===== src/rtl/ringy_measure_ctrl.sv =====
// Ring-oscillator measurement sequencer: selects one ring, lets it settle, counts its
// synchronised rising edges over a 2**GATE_LOG2-cycle window and holds the result until acked.
module ringy_measure_ctrl #(
  parameter int N_RINGS    = 4,
  parameter int SEL_W      = 2,
  parameter int CNT_W      = 16,
  parameter int SETTLE_CYC = 16,
  parameter int GATE_LOG2  = 10
) (
  input  logic               clk,
  input  logic               rst_n,
  input  logic               ena,
  input  logic               start,
  input  logic               scan,
  input  logic [SEL_W-1:0]   ring_sel,
  input  logic [N_RINGS-1:0] ring_in,
  output logic [N_RINGS-1:0] ring_en,
  output logic               busy,
  output logic               res_valid,
  input  logic               res_ack,
  output logic [CNT_W-1:0]   res_data,
  output logic [SEL_W-1:0]   res_ring,
  output logic               overflow,
  output logic               sel_err
);

  localparam int SET_W = $clog2(SETTLE_CYC + 1);
  localparam int TMR_W = (GATE_LOG2 + 1 > SET_W) ? GATE_LOG2 + 1 : SET_W;
  localparam logic [TMR_W-1:0]   SETTLE_LAST = TMR_W'(SETTLE_CYC - 1);
  localparam logic [TMR_W-1:0]   GATE_LAST   = TMR_W'((1 << GATE_LOG2) - 1);
  localparam logic [N_RINGS-1:0] ONE_HOT0    = N_RINGS'(1);

  typedef enum logic [1:0] {IDLE, SETTLE, GATE, HOLD} state_t;

  state_t             state_q, state_d;
  logic [SEL_W-1:0]   idx_q, idx_d;
  logic               scan_q, scan_d;
  logic               sel_err_d;
  logic               tmr_last;
  logic [TMR_W-1:0]   tmr_q;
  logic [N_RINGS-1:0] ring_p0, ring_p1, ring_p2;
  logic [N_RINGS-1:0] idx_hot;
  logic               edge_hit;
  logic [CNT_W-1:0]   cnt_q;
  logic               ovf_q;
  logic [CNT_W:0]     acc_nxt;

  // Saturating edge accumulate; returns {sticky_overflow, count}.
  function automatic logic [CNT_W:0] sat_inc(input logic [CNT_W-1:0] c,
                                             input logic o, input logic e);
    if (!e)
      return {o, c};
    if (&c)
      return {1'b1, c};
    return {o, c + CNT_W'(1)};
  endfunction

  assign idx_hot  = ONE_HOT0 << idx_q;
  assign edge_hit = |(ring_p1 & ~ring_p2 & idx_hot);
  assign acc_nxt  = sat_inc(cnt_q, ovf_q, edge_hit);
  assign tmr_last = ((state_q == SETTLE) && (tmr_q == SETTLE_LAST)) ||
                    ((state_q == GATE)   && (tmr_q == GATE_LAST));

  assign ring_en   = (ena && ((state_q == SETTLE) || (state_q == GATE))) ? idx_hot : '0;
  assign busy      = (state_q != IDLE);
  assign res_valid = ena && (state_q == HOLD);

  always_comb begin
    state_d   = state_q;
    idx_d     = idx_q;
    scan_d    = scan_q;
    sel_err_d = 1'b0;
    case (state_q)
      IDLE: begin
        if (start && ena) begin
          if (scan) begin
            state_d = SETTLE;
            idx_d   = '0;
            scan_d  = 1'b1;
          end else if (32'(ring_sel) < N_RINGS) begin
            state_d = SETTLE;
            idx_d   = ring_sel;
            scan_d  = 1'b0;
          end else begin
            sel_err_d = 1'b1;
          end
        end
      end
      SETTLE: if (tmr_last) state_d = GATE;
      GATE:   if (tmr_last) state_d = HOLD;
      HOLD: begin
        if (res_ack) begin
          if (scan_q && (32'(idx_q) < N_RINGS - 1)) begin
            state_d = SETTLE;
            idx_d   = idx_q + SEL_W'(1);
          end else begin
            state_d = IDLE;
          end
        end
      end
      default: state_d = IDLE;
    endcase
    if (!ena)
      state_d = IDLE;
  end

  always_ff @(posedge clk or negedge rst_n) begin
    if (!rst_n) begin
      state_q  <= IDLE;
      idx_q    <= '0;
      scan_q   <= 1'b0;
      tmr_q    <= '0;
      sel_err  <= 1'b0;
      ring_p0  <= '0;
      ring_p1  <= '0;
      ring_p2  <= '0;
      res_data <= '0;
      res_ring <= '0;
      overflow <= 1'b0;
    end else begin
      state_q <= state_d;
      idx_q   <= idx_d;
      scan_q  <= scan_d;
      sel_err <= sel_err_d;
      if ((state_d != state_q) || !((state_q == SETTLE) || (state_q == GATE)))
        tmr_q <= '0;
      else
        tmr_q <= tmr_q + TMR_W'(1);
      // p0/p1: two-flop synchroniser; p2: previous sample for rising-edge detect
      ring_p0 <= ring_in;
      ring_p1 <= ring_p0;
      ring_p2 <= ring_p1;
      if ((state_q == GATE) && tmr_last && ena) begin
        res_data <= acc_nxt[CNT_W-1:0];
        overflow <= acc_nxt[CNT_W];
        res_ring <= idx_q;
      end
    end
  end

  // Accumulator is cleared on GATE entry, so it needs no reset of its own.
  always_ff @(posedge clk) begin
    if ((state_q == SETTLE) && (state_d == GATE)) begin
      cnt_q <= '0;
      ovf_q <= 1'b0;
    end else if (state_q == GATE) begin
      cnt_q <= acc_nxt[CNT_W-1:0];
      ovf_q <= acc_nxt[CNT_W];
    end
  end

endmodule


===== config.mk =====
export PLATFORM = sky130hd
export DESIGN_NAME = ringy_measure_ctrl
export DESIGN_NICKNAME = d
export VERILOG_FILES = /design/src/rtl/ringy_measure_ctrl.sv
export SDC_FILE = /design/constraint.sdc
export NUM_CORES = 1
export LEC_CHECK = 0
export CORE_ASPECT_RATIO = 1.25
export CORE_UTILIZATION = 45
export DETAILED_ROUTE_END_ITERATION = 6
export PLACE_DENSITY = 0.66
export SETUP_SLACK_MARGIN = 0.15
export SYNTH_ARGS = -nofsm -noshare
export SYNTH_HDL_FRONTEND = slang
export SYNTH_SLANG_ARGS = --single-unit

===== constraint.sdc =====
create_clock -name clk -period 2.6 [get_ports clk]
set_clock_uncertainty 0.2 [all_clocks]
set_input_delay 0.52 -clock clk [delete_from_list [all_inputs] [get_ports clk]]
set_output_delay 0.52 -clock clk [all_outputs]
set_load 0.05 [all_outputs]

==> out/summary.txt <==
Sequential area share after synthesis = 46.6%
Peak VDD IR = 0.270 mV
Cells after synthesis = 345
Area Overhead vs Synth = 25.0%
Leakage = 1.76 nW
Total core area = 0.00698 mm2
NumNets Final = 412
Cts bufs inserted = 9
Fillers = 610
Die area = 0.00758 mm2
Crit path DAT = 2.38 ns
Final min period = 2.37 ns
Vias in the first global route = 2533
Largest net degree at the start of global routing = 48
Clock Tree Root = clkbuf_8
Measured slew at the worst slew-check pin = 0.595 ns
Final Power = 2.34 mW
WL final = 6.56 mm
Yosys top cell area share = 36.1%
First-pass GRT wire length = 11.3 mm
Seq cells post-synth = 64
Synth top area cells = dfrtp_1, dfxtp_1, xnor2_1
Port bufs = 36
Vias per cell = 5.23
Final core utilization = 58.3%
RSZ-0062 raised after global routing = true
Slew headroom = 60.3%
CTS tree = done
Final hold vios = 0
Setup violators final = 0
EDFF count, synth = 0
Total GRT Usage = 19.1%
Die Height = 97.1 um
Worst Path Max Fanout = 17
DP HPWL = 4.57 mm
Fmax = 422 MHz
Chip Width = 78.1 um
Io pins = 38
Gp weighted congestion = 0.833
Routed length per placed instance = 13.5 um
Library cells used by synthesis = 53
Top_reg_cell synth = dfrtp_1
Syn Nets = 367
Most frequent cell after synthesis = dfrtp_1
WP data required = 2.61 ns
CP Class = register to register
Clk slew on worst S/H paths = 0.07 ns
Fraction of layout cells with a size suffix above 1 = 14.2%
Antenna violations before repair = 0
Final period utilization = 91.2%
Max Cap Viol = 0
Clock buffer depth = 2
Rows = 34
Ys Warns = 0
Outcome = finished clean
Number of H-tree levels = 3
Post-synthesis area per instance = 9.44 um2
First-pass iteration count of the detailed router = 5
DRC errors left = 0
Congestion Overflow GR = 0
Clk sinks = 64
Hold Path Class = input pin to async pin
Async SR Flop Fraction = 73.4%
Cell Area, Synth = 0.00326 mm2
Pwr per Cell Area = 575 mW/mm2
Antenna Cells = 0
Area leader, netlist = dfrtp_1
Post-synth top cells = dfrtp_1, nor2_1, nand2_1
CP startpoint kind = register
DRT iter0 DRCs = 117
Initial Utilization = 46.7%
Detail Route Antenna Nets = 0
Skew-Pair Late Insertion Delay = 0.35 ns
Critical path capture point type = register
Vias = 2537
Slew Limit Fails = 0
Final TNS setup = 0 ns
per-layer routing:
layer,vias up,GRT usage [%],part of all wire (%)
met4,0,11.8,2.3
li1,1275,-,-
met3,11,3.29,2.4
met5,-,0,0
met2,41,31.2,49
met1,1210,23.2,46
critical path: stages (launching register included):
cell and delay (ns):
dfrtp_2 0.46, inv_2 0.11, ha_1 0.17, nor2b_1 0.13, nand4_1 0.18, a21o_2 0.28
a211oi_2 0.27, o211a_1 0.23, buf_12 0.16, a311oi_1 0.06
worst paths after layout:
path	slack [ns]	start	end	depth (start not counted)
worst max-delay path	0.23	state_q[0]$_DFF_PN0_	cnt_q[15]$_SDFFE_PP0P_	9
worst min-delay path	0.06	rst_n	ring_p2[3]$_DFF_PN0_	2
worst max register to register	0.23	state_q[0]$_DFF_PN0_	cnt_q[15]$_SDFFE_PP0P_	9
worst min register to register	0.15	ring_p0[3]$_DFF_PN0_	ring_p1[3]$_DFF_PN0_	0
max in group asynchronous	1.70	rst_n	state_q[0]$_DFF_PN0_	2
min in group clk	0.15	ring_p0[3]$_DFF_PN0_	ring_p1[3]$_DFF_PN0_	0
layout make-up:
| cell class | instances | area, um2 | area share, % |
|---|---|---|---|
| Clock buffer | 9 | 124 | 3.04 |
| Inverter | 10 | 37.5 | 0.922 |
| Multi-Input combinational cell | 252 | 1640 | 40.2 |
| Clock inverter | 7 | 96.3 | 2.37 |
| Timing Repair Buffer | 53 | 546 | 13.4 |
| Sequential cell | 64 | 1520 | 37.3 |
| Tap cell | 90 | 113 | 2.77 |
state kept, by name, indices dropped and copies added, names as in the netlist:
name and count:
ring_p1 4, idx_q 2, scan_q 1, tmr_q 11, res_ring 2, ring_p2 4, state_q 2, res_data 16
cnt_q 16, overflow 1, ring_p0 4, ovf_q 1
per-stage QoR:
stage | cells | hold slack (ns) | area, um2 | setup slack (ns)
finish | 485 | 0.0555 | 4070 | 0.229
global route | 485 | 0.114 | 4070 | 0.100
CTS | 483 | 0.0713 | 4020 | 0.157
detailed placement | 467 | 0.136 | 3790 | 0.00927
global placement | 467 | 0.132 | 3790 | 0.0346
floorplan | 345 | 0.0244 | 3260 | 0.331
layout by cell type (no fill, tap or decap), drive strengths merged, types with 5 or more instances in the layout:
cell type and count:
dfrtp 47, nor2 40, nand2 38, clkdlybuf4s50 28, xnor2 26, buf 24, o21ai 20, dfxtp 17
nand3 16, inv 10, ha 10, clkbuf 9, nor3 9, nand4 8, xor2 7, a21oi 7
nor4b 7, mux2i 6, nor4 6, and2 5, and3 5, nand3b 5, clkinv 5
timing repair:
item / CTS / global route
resized for setup: 3 / 8
hold buffers: 0 / 0
setup buffers: 0 / 2
pin swaps: 0 / 3
endpoints found under the setup margin: 8 / 50
logic make-up (layout without fill, tap and decap cells):
kind of cell	count (synthesis)	after routing	share of synthesized area, %
XOR/XNOR	33	33	8.88
AO/OA/AOI/OAI	44	44	8.69
AND/OR/NAND/NOR	156	156	24.8
flip-flops	64	64	46.6
buffers and inverters	29	79	4.53
adder cells (fa/ha/maj)	10	10	3.84
multiplexers	8	8	2.54
other	1	1	0.115
report_power, final:
group	total [mW]	internal (mW)	switching, mW
combinational	0.357	0.145	0.212
clock	0.938	0.541	0.398
sequential	1.05	1.02	0.0252
total	2.34	1.71	0.635
Note: power is estimated with default switching activity, not from simulation.
